$ cat config.mk
export PLATFORM = sky130hd
export DESIGN_NAME = cpu_ctrl_fsm
export DESIGN_NICKNAME = d
export VERILOG_FILES = /design/src/rtl/cpu_ctrl_pkg.sv /design/src/rtl/cpu_ctrl_fsm_mem_wait_timer.sv /design/src/rtl/cpu_ctrl_fsm.sv
export SDC_FILE = /design/constraint.sdc
export NUM_CORES = 1
export LEC_CHECK = 0
export BUFFER_PORTS_ARGS = -buffer_cell sky130_fd_sc_hd__buf_2
export CAP_MARGIN = 10
export CORE_UTILIZATION = 35
export DETAILED_ROUTE_END_ITERATION = 8
export SKIP_LAST_GASP = 1
export SLEW_MARGIN = 10
export SYNTH_ARGS = -nofsm -noshare
export SYNTH_HDL_FRONTEND = slang
export SYNTH_SLANG_ARGS = --single-unit
$ cat constraint.sdc
create_clock -name clk -period 5 [get_ports clk]
set_input_delay 1.5 -clock clk [delete_from_list [all_inputs] [get_ports clk]]
set_output_delay 1.5 -clock clk [all_outputs]
set_load 0.05 [all_outputs]
$ cat src/rtl/cpu_ctrl_pkg.sv
// Shared types and encodings for the RV32 multi-cycle control sequencer.
package cpu_ctrl_pkg;

    // Sequencer states; START is the reset state.
    typedef enum logic [2:0] {
        ST_START  = 3'd0,
        ST_FETCH  = 3'd1,
        ST_DECODE = 3'd2,
        ST_EXEC   = 3'd3,
        ST_MEM    = 3'd4,
        ST_WB     = 3'd5,
        ST_TRAP   = 3'd6
    } state_e;

    // Next-PC source select.
    typedef enum logic [1:0] {
        PC_SEL_PLUS4 = 2'd0,
        PC_SEL_IMM   = 2'd1,
        PC_SEL_ALU   = 2'd2,
        PC_SEL_RSVD  = 2'd3
    } pc_sel_e;

    // Sticky trap cause.
    typedef enum logic [1:0] {
        CAUSE_NONE         = 2'd0,
        CAUSE_INVALID_OP   = 2'd1,
        CAUSE_IMEM_TIMEOUT = 2'd2,
        CAUSE_DMEM_TIMEOUT = 2'd3
    } trap_cause_e;

    // RV32I major opcodes, shared with the decoder.
    localparam logic [6:0] OPC_LUI      = 7'b0110111;
    localparam logic [6:0] OPC_AUIPC    = 7'b0010111;
    localparam logic [6:0] OPC_JAL      = 7'b1101111;
    localparam logic [6:0] OPC_JALR     = 7'b1100111;
    localparam logic [6:0] OPC_BRANCH   = 7'b1100011;
    localparam logic [6:0] OPC_LOAD     = 7'b0000011;
    localparam logic [6:0] OPC_STORE    = 7'b0100011;
    localparam logic [6:0] OPC_OP_IMM   = 7'b0010011;
    localparam logic [6:0] OPC_OP       = 7'b0110011;
    localparam logic [6:0] OPC_MISC_MEM = 7'b0001111;
    localparam logic [6:0] OPC_SYSTEM   = 7'b1110011;

    // Width of the memory handshake wait counter.
    localparam int unsigned WAIT_W = 8;

    // An instruction needs the MEM phase if it reads or writes data memory.
    function automatic logic needs_mem(input logic mem_we, input logic mem_rd);
        return mem_we | mem_rd;
    endfunction

endpackage

$ cat src/rtl/cpu_ctrl_fsm_mem_wait_timer.sv
// Wait-cycle counter for memory handshakes, shared by FETCH and MEM.
module mem_wait_timer
    import cpu_ctrl_pkg::*;
#(
    parameter logic [WAIT_W-1:0] LIMIT = 8'd255
) (
    input  logic clk,
    input  logic rst,
    input  logic clr,
    input  logic en,
    output logic expired
);

    logic [WAIT_W-1:0] count_q;
    logic [WAIT_W-1:0] count_d;

    // Clear has priority over counting a wait cycle.
    always_comb begin
        count_d = count_q;
        if (clr) begin
            count_d = '0;
        end else if (en) begin
            count_d = count_q + WAIT_W'(1);
        end
    end

    // Expiry flags the wait cycle that brings the count up to LIMIT.
    assign expired = en && (count_q == LIMIT - WAIT_W'(1));

    // Counter register.
    always_ff @(posedge clk or posedge rst) begin
        if (rst) begin
            count_q <= '0;
        end else begin
            count_q <= count_d;
        end
    end

endmodule

$ cat src/rtl/cpu_ctrl_fsm.sv
// Multi-cycle instruction sequencer: FETCH/DECODE/EXEC/MEM/WB with memory
// handshakes, handshake timeout traps and a retired-instruction counter.
module cpu_ctrl_fsm
    import cpu_ctrl_pkg::*;
#(
    parameter int unsigned INSTRET_W      = 32,
    parameter int unsigned TIMEOUT_CYCLES = 255
) (
    input  logic                 clk,
    input  logic                 reset,
    output logic                 imem_req,
    input  logic                 imem_ready,
    output logic                 ir_load,
    input  logic                 dec_write_enable,
    input  logic                 dec_mem_write_enable,
    input  logic                 dec_mem_to_reg,
    input  logic                 dec_branch,
    input  logic                 dec_jump,
    input  logic                 dec_jalr,
    input  logic                 dec_invalid_opcode,
    input  logic                 branch_taken,
    output logic                 dmem_req,
    output logic                 dmem_we,
    input  logic                 dmem_ready,
    output logic                 rf_we,
    output logic                 pc_load,
    output logic [1:0]           pc_sel,
    output logic                 trap,
    output logic [1:0]           trap_cause,
    output logic [INSTRET_W-1:0] instret
);

    state_e                 state_q;
    state_e                 state_d;
    trap_cause_e            trap_cause_q;
    trap_cause_e            trap_cause_d;
    logic [INSTRET_W-1:0]   instret_q;
    logic [INSTRET_W-1:0]   instret_d;
    pc_sel_e                pc_sel_w;

    logic in_fetch;
    logic in_mem;
    logic wait_ready;
    logic wait_clr;
    logic wait_en;
    logic wait_expired;

    // Only one of FETCH/MEM is ever active, so one counter serves both; it
    // is held clear outside the wait states and whenever ready is seen.
    always_comb begin
        in_fetch   = (state_q == ST_FETCH);
        in_mem     = (state_q == ST_MEM);
        wait_ready = in_fetch ? imem_ready : dmem_ready;
        wait_en    = (in_fetch || in_mem) && !wait_ready;
        wait_clr   = !(in_fetch || in_mem) || wait_ready;
    end

    mem_wait_timer #(
        .LIMIT(WAIT_W'(TIMEOUT_CYCLES))
    ) u_wait_timer (
        .clk    (clk),
        .rst    (reset),
        .clr    (wait_clr),
        .en     (wait_en),
        .expired(wait_expired)
    );

    // Next-state, strobes and Mealy pulses; ready beats timeout expiry.
    always_comb begin
        state_d      = state_q;
        trap_cause_d = trap_cause_q;
        imem_req     = 1'b0;
        ir_load      = 1'b0;
        dmem_req     = 1'b0;
        dmem_we      = 1'b0;
        rf_we        = 1'b0;
        pc_load      = 1'b0;
        pc_sel_w     = PC_SEL_PLUS4;

        unique case (state_q)
            ST_START: begin
                state_d = ST_FETCH;
            end
            ST_FETCH: begin
                imem_req = 1'b1;
                if (imem_ready) begin
                    ir_load = 1'b1;
                    state_d = ST_DECODE;
                end else if (wait_expired) begin
                    trap_cause_d = CAUSE_IMEM_TIMEOUT;
                    state_d      = ST_TRAP;
                end
            end
            ST_DECODE: begin
                if (dec_invalid_opcode) begin
                    trap_cause_d = CAUSE_INVALID_OP;
                    state_d      = ST_TRAP;
                end else begin
                    state_d = ST_EXEC;
                end
            end
            ST_EXEC: begin
                if (needs_mem(dec_mem_write_enable, dec_mem_to_reg)) begin
                    state_d = ST_MEM;
                end else if (dec_branch) begin
                    pc_load  = 1'b1;
                    pc_sel_w = branch_taken ? PC_SEL_IMM : PC_SEL_PLUS4;
                    state_d  = ST_FETCH;
                end else begin
                    state_d = ST_WB;
                end
            end
            ST_MEM: begin
                dmem_req = 1'b1;
                dmem_we  = dec_mem_write_enable;
                if (dmem_ready) begin
                    // A store retires here and never reaches WB, so rf_we
                    // stays low even when the load flag is also set.
                    if (dec_mem_write_enable) begin
                        pc_load  = 1'b1;
                        pc_sel_w = PC_SEL_PLUS4;
                        state_d  = ST_FETCH;
                    end else begin
                        state_d = ST_WB;
                    end
                end else if (wait_expired) begin
                    trap_cause_d = CAUSE_DMEM_TIMEOUT;
                    state_d      = ST_TRAP;
                end
            end
            ST_WB: begin
                rf_we   = dec_write_enable;
                pc_load = 1'b1;
                if (dec_jalr) begin
                    pc_sel_w = PC_SEL_ALU;
                end else if (dec_jump) begin
                    pc_sel_w = PC_SEL_IMM;
                end else begin
                    pc_sel_w = PC_SEL_PLUS4;
                end
                state_d = ST_FETCH;
            end
            ST_TRAP: begin
                state_d = ST_TRAP;
            end
            default: begin
                state_d = ST_START;
            end
        endcase
    end

    // Retire on the edge that closes the pc_load cycle; wraps naturally.
    always_comb begin
        instret_d = instret_q;
        if (pc_load) begin
            instret_d = instret_q + INSTRET_W'(1);
        end
    end

    // State, trap cause and retired-instruction registers.
    always_ff @(posedge clk or posedge reset) begin
        if (reset) begin
            state_q      <= ST_START;
            trap_cause_q <= CAUSE_NONE;
            instret_q    <= '0;
        end else begin
            state_q      <= state_d;
            trap_cause_q <= trap_cause_d;
            instret_q    <= instret_d;
        end
    end

    assign pc_sel     = pc_sel_w;
    assign trap       = (state_q == ST_TRAP);
    assign trap_cause = trap_cause_q;
    assign instret    = instret_q;

endmodule

[Yosys cells after proc, flatten, opt, wreduce, memory -nomap -nowiden]
Cells that the tools add are included.
Operators by class
  add/sub/neg operators: 2
  equal/unequal tests: 12
  multiplexer cells: 34
  bitwise gates (word level): 1
  reductions and logical operators: 11
Operators with widths (number)
  32-bit by 1-bit adder with 32-bit output, second input constant: 1
  3-bit two-way mux: 7
  3-bit one-hot mux with 6 select lines: 1
  8-bit two-way mux: 2
  1-bit two-way mux: 15
  2-bit two-way mux: 6
  3-bit equality test, second input constant: 3
  8-bit by 1-bit adder with 8-bit output, second input constant: 1
  8-bit equality test, second input constant: 1
  3-bit by 2-bit equality test with 1-bit output, second input constant: 2
  2-bit inequality test, second input constant: 3
  2-bit one-hot mux with 3 select lines: 1
  6-bit AND reduction: 1
  2-bit by 1-bit inequality test with 1-bit output, second input constant: 2
  2-bit one-hot mux with 2 select lines: 1
  3-bit by 1-bit equality test with 1-bit output, second input constant: 1
  3-bit zero test: 1
  1-bit one-hot mux with 3 select lines: 1
  3-bit nonzero test: 1
  1-bit logical AND: 2
  1-bit zero test: 2
  1-bit logical OR: 2
  2-bit nonzero test: 1
  2-bit OR reduction: 1
  1-bit bitwise OR: 1
Word-level totals
  register bits: 45
  output and inout bits: 43
  logic and storage cells: 64

[Longest topological paths before layout]
  depth after elaboration: 8
  mapped depth: 7

[By module]
From an unflattened synthesis, not the netlist that was laid out.
Second synthesis, totals
  cell total of the unflattened synthesis: 228
  area, all modules: 2318.5 um2
By module, submodules not included
  cpu_ctrl_fsm: instances 1, cells each 186, area each 1899.3 um2, seq. area each 925.9 um2
  mem_wait_timer: instances 1, cells each 42, area each 419.2 um2, seq. area each 200.2 um2

[Worst setup path after synthesis]
No wires, ideal clock.
  path type: input to output
  start: input imem_ready
  end: output ir_load
  arrival time: 2.734 ns
  path slack: 0.766 ns
  stages: 1
  path buffers: 0
  cell sequence: nor3b_1
On the way
  word-level cells in the longest chain between the ends: 2
Ends and longest elaborated chain
  start, declared: RTL line cpu_ctrl_fsm.sv:12  | input logic imem_ready,
  1-bit two-way mux: RTL line cpu_ctrl_fsm.sv:86  | if (imem_ready) begin
  1-bit two-way mux: RTL line cpu_ctrl_fsm.sv:80  | unique case (state_q)
  end, declared: RTL line cpu_ctrl_fsm.sv:13  | output logic ir_load,
Every way passes these cells.

[Worst setup path after layout]
  start: input dec_mem_write_enable
  end: output pc_load
On the way
  word-level cells in the longest chain between the ends: 3
Ends and longest elaborated chain
  start, declared: RTL line cpu_ctrl_fsm.sv:15  | input logic dec_mem_write_enable,
  1-bit two-way mux or 1-bit bitwise OR (tied branches): RTL line cpu_ctrl_fsm.sv:119, cpu_ctrl_pkg.sv:49
  1-bit two-way mux, on equally long branches: RTL line cpu_ctrl_fsm.sv:116, cpu_ctrl_fsm.sv:103
  1-bit one-hot mux with 3 select lines (*): RTL line cpu_ctrl_fsm.sv:80
  end, declared: RTL line cpu_ctrl_fsm.sv:26  | output logic pc_load,
Mark *: on every way between the ends. The rest lies on a longest branch, timed or not.

==> metrics.md <==
| Metric | Value |
|---|---|
| Run status | `complete, no violations` |
| Placed cell area | `2660 sq um` |
| Total number of vias | `1,824` |
| Average routed wire per standard cell | `12.9 um` |
| Root Driver | `sky130_fd_sc_hd__clkbuf_8` |
| Drc violations | `0` |
| Number of warnings printed during yosys synthesis | `0` |
| Post-route antenna net violation count | `0` |
| Clock sink count | `45` |
| Starting density of the core | `0.364` |
| Final Setup Violations | `0` |
| Slowest-stage cell, CP | `sky130_fd_sc_hd__buf_2` |
| Total power density per cell area | `389 nW/um^2` |
| Number of buffers inserted to repair setup after CTS | `0` |
| Average instance area after synthesis | `10.3 sq um` |
| Critical path's top delay family | `buffers and inverters` |
| Worst-path cell chain | `buf_2, nor3b_2, a32o_2, buf_2` |
| Kind of capture point of the worst setup path | `output pin` |
| Leading cell type in the layout, fill and taps excluded | `sky130_fd_sc_hd__buf_2` |
| CP Data Required Time | `3.50 ns` |
| DR vias/cell | `5.05` |
| Nets | `298` |
| Post-Synthesis Net Count | `240` |
| Min-Delay Startpoint | `instret[31]$_DFFE_PP0P_` |
| Fraction of final layout cells sized beyond drive strength 1 | `0.268` |
| Number of CTS-inserted buffers | `5` |
| I/O Buffers | `54` |
| Pin count of the biggest net entering global routing | `46` |
| Number of detailed-route iterations in the first pass | `7` |
| CTS tree | `built` |
| Drt total wl | `4.65 mm` |
| Flop and latch count out of synthesis | `45` |
| Setup repair after global routing missed its margin | `false` |
| Clock Path Buffers | `2` |
| Area overhead of the layout relative to synthesis | `19.1%` |
| Sequential element share of the synthesized area | `0.488` |
| Post-synthesis instance area | `2310 sq um` |
| Maximum fanout along the worst path | `5` |
| Launching instance or port of the critical path | `dec_mem_write_enable` |
| Wire length of the first global-routing pass | `8.20 mm` |
| Violation count after the first detailed-routing iteration | `67` |
| Layout Cell Area excl Fill | `2750 sq um` |
| Setup total negative slack | `0 ns` |
| Highest achievable clock rate | `255 MHz` |
| Die Outline Area | `6920 sq um` |
| Worst clock skew on the final layout | `0.00988 ns` |
| Worst setup path class | `input pin to output pin` |
| Residual overflow from global routing | `0` |
| Type of element launching the critical path | `input pin` |
| Clock transition at the register clock pins on the worst setup and hold paths after CTS | `0.09 ns` |
| Vias in the first global route | `1,744` |
| Number of rows created at floorplan | `29` |
| Critical path buffer and inverter count | `2` |
| Core outline area | `6350 sq um` |
| DPL Wire Length | `3.37 mm` |
| Final Max Tran Viols | `0` |
| Post-Route Utilization | `0.433` |
| Worst-Margin Slew | `0.928 ns` |
| Global-route usage over all layers | `0.147` |
| Reported max-cap violation count | `0` |
| Ratio of final minimum period to clock period | `0.783` |
| Synthesized instance count | `225` |
| Clock latency at the later pin of the worst-skew pair | `0.30 ns` |
| Number of filler instances in the final layout | `630` |
| Leakage dissipation | `0.00142 uW` |
| Post-cts hold buffer count | `0` |
| ANT cells | `0` |
| Most frequent cells in the layout | `54 x sky130_fd_sc_hd__buf_2, 45 x sky130_fd_sc_hd__dfrtp_1, 24 x sky130_fd_sc_hd__nor2_1` |
| FF-to-FF Start | `state_q[1]$_DFF_PP0_` |
| Final RePlAce weighted congestion | `0.758` |
| Overall power of the completed layout | `1070 uW` |
| Final hold violation count | `0` |
| Die Ht | `83.2 um` |
| Final critical-path required period | `3.91 ns` |
| Area of the multi-input gates | `1130 sq um` |
| Number of placed cells counting well taps | `353` |
| # H-tree levels | `2` |
| Count of distinct cell types in the synthesized netlist | `41` |
| Finished Layout Cells | `361` |
| Boundary Pins | `55` |
| Initial antenna violation count | `0` |
| Crit path DAT | `2.41 ns` |
| Relative max-transition margin | `0.381` |
| Width of the die | `83.2 um` |
| Number of instances resized during post-cts repair | `0` |
| Peak supply drop | `0.199 mV` |
| Critical path's largest stage delay | `0.28 ns` |
| Cell mode on critical path | `sky130_fd_sc_hd__buf_2` |
| FF/Latch Area | `1130 sq um` |
| Hold Crit Class | `flop to flop` |
[path summary, 6_finish.rpt]
| path | to | depth (start not counted) | slack, ns |
|---|---|---|---|
| max in group asynchronous | u_wait_timer.count_q[1]$_DFF_PP0_ | 2 | 3.02 |
| min | instret[31]$_DFFE_PP0P_ | 1 | 0.47 |
| min in group asynchronous | trap_cause[0]$_DFFE_PP0P_ | 2 | 1.39 |
| min reg2reg | instret[31]$_DFFE_PP0P_ | 1 | 0.47 |
| max reg2reg | instret[29]$_DFFE_PP0P_ | 6 | 2.86 |
| max | pc_load | 4 | 1.09 |
[worst register-to-register path: stages, from the launching register on]
cell and delay (ns):
sky130_fd_sc_hd__dfrtp_1 0.58, sky130_fd_sc_hd__nor3b_2 0.32, sky130_fd_sc_hd__a32o_2 0.27, sky130_fd_sc_hd__buf_4 0.21, sky130_fd_sc_hd__nand4_4 0.17, sky130_fd_sc_hd__nor4_1 0.37
sky130_fd_sc_hd__xnor2_1 0.16
[final cells by class]
class / instances / area share
Sequential cell: 45 / 0.409
Clock inverter: 3 / 0.00637
Multi-Input combinational cell: 166 / 0.409
Tap cell: 77 / 0.0350
Timing Repair Buffer: 55 / 0.101
Clock buffer: 5 / 0.0250
Inverter: 10 / 0.0136
[report_power, final]
group	switching, uW	internal (uW)
combinational	262	111
sequential	73.4	403
clock	124	96.5
[Yosys cell counts]
library cell | number | area share
sky130_fd_sc_hd__mux2_2 | 2 | 0.0098
sky130_fd_sc_hd__nor2_1 | 24 | 0.039
sky130_fd_sc_hd__nor3b_1 | 3 | 0.0098
sky130_fd_sc_hd__a21oi_1 | 3 | 0.0065
sky130_fd_sc_hd__ha_1 | 3 | 0.016
sky130_fd_sc_hd__a211oi_1 | 1 | 0.0033
sky130_fd_sc_hd__and4_1 | 1 | 0.0038
sky130_fd_sc_hd__a32oi_1 | 1 | 0.0038
sky130_fd_sc_hd__xnor2_1 | 14 | 0.053
sky130_fd_sc_hd__nor4_1 | 1 | 0.0027
sky130_fd_sc_hd__nor4_4 | 1 | 0.0092
sky130_fd_sc_hd__dfrtp_1 | 45 | 0.49
sky130_fd_sc_hd__and3b_1 | 1 | 0.0038
sky130_fd_sc_hd__o211ai_1 | 1 | 0.0033
sky130_fd_sc_hd__buf_4 | 1 | 0.0033
sky130_fd_sc_hd__or3_1 | 2 | 0.0054
sky130_fd_sc_hd__and3_1 | 5 | 0.014
sky130_fd_sc_hd__nand2b_1 | 2 | 0.0054
sky130_fd_sc_hd__xor2_1 | 23 | 0.087
sky130_fd_sc_hd__nor4_2 | 3 | 0.016
sky130_fd_sc_hd__nor4b_2 | 1 | 0.0065
sky130_fd_sc_hd__inv_1 | 10 | 0.016
sky130_fd_sc_hd__nor2b_1 | 3 | 0.0081
sky130_fd_sc_hd__clkbuf_1 | 3 | 0.0049
sky130_fd_sc_hd__nor3_1 | 9 | 0.020
sky130_fd_sc_hd__o21ai_0 | 3 | 0.0065
sky130_fd_sc_hd__and2_1 | 4 | 0.011
sky130_fd_sc_hd__a31oi_1 | 1 | 0.0027
sky130_fd_sc_hd__nor4b_1 | 3 | 0.011
sky130_fd_sc_hd__nand4_4 | 1 | 0.0092
sky130_fd_sc_hd__nand4_1 | 5 | 0.014
sky130_fd_sc_hd__nand4b_1 | 1 | 0.0038
sky130_fd_sc_hd__a32o_2 | 1 | 0.0049
sky130_fd_sc_hd__nor3b_2 | 1 | 0.0054
sky130_fd_sc_hd__o2111a_1 | 1 | 0.0049
sky130_fd_sc_hd__a21o_1 | 1 | 0.0033
sky130_fd_sc_hd__nand3_1 | 17 | 0.037
sky130_fd_sc_hd__or2_0 | 1 | 0.0027
sky130_fd_sc_hd__nand4_2 | 2 | 0.011
sky130_fd_sc_hd__o22ai_1 | 2 | 0.0054
sky130_fd_sc_hd__nand2_1 | 18 | 0.029
[logic make-up after synthesis]
group | Yosys count | share of synthesized area
compound gates | 15 | 0.0444
xor+xnor | 37 | 0.140
fa+ha+maj | 3 | 0.0163
buf+inv | 14 | 0.0244
flops | 45 | 0.488
mux | 2 | 0.00976
simple gates | 109 | 0.277
[sequential cells by signal, summed over array words and instances, names as in the netlist]
signal,count
u_wait_timer.count_q,8
instret,32
trap_cause,2
state_q,3
[routing by layer]
layer | part of all wire | GRT usage | wire, um
met4 | 0.015 | 0.0564 | 72
met5 | 0 | 0 | 0
met2 | 0.45 | 0.232 | 2110
met3 | 0.052 | 0.0368 | 242
met1 | 0.48 | 0.194 | 2230
[per-stage QoR]
| step | worst slack (ns) | hold slack [ns] |
|---|---|---|
| finish | 1.09 | 0.471 |
| global route | 1.06 | 0.501 |
| CTS | 1.09 | 0.474 |
| detailed placement | 1.09 | 0.461 |
| global placement | 1.11 | 0.456 |
| floorplan | 0.766 | 0.493 |
(Power assumes the default switching activity.)
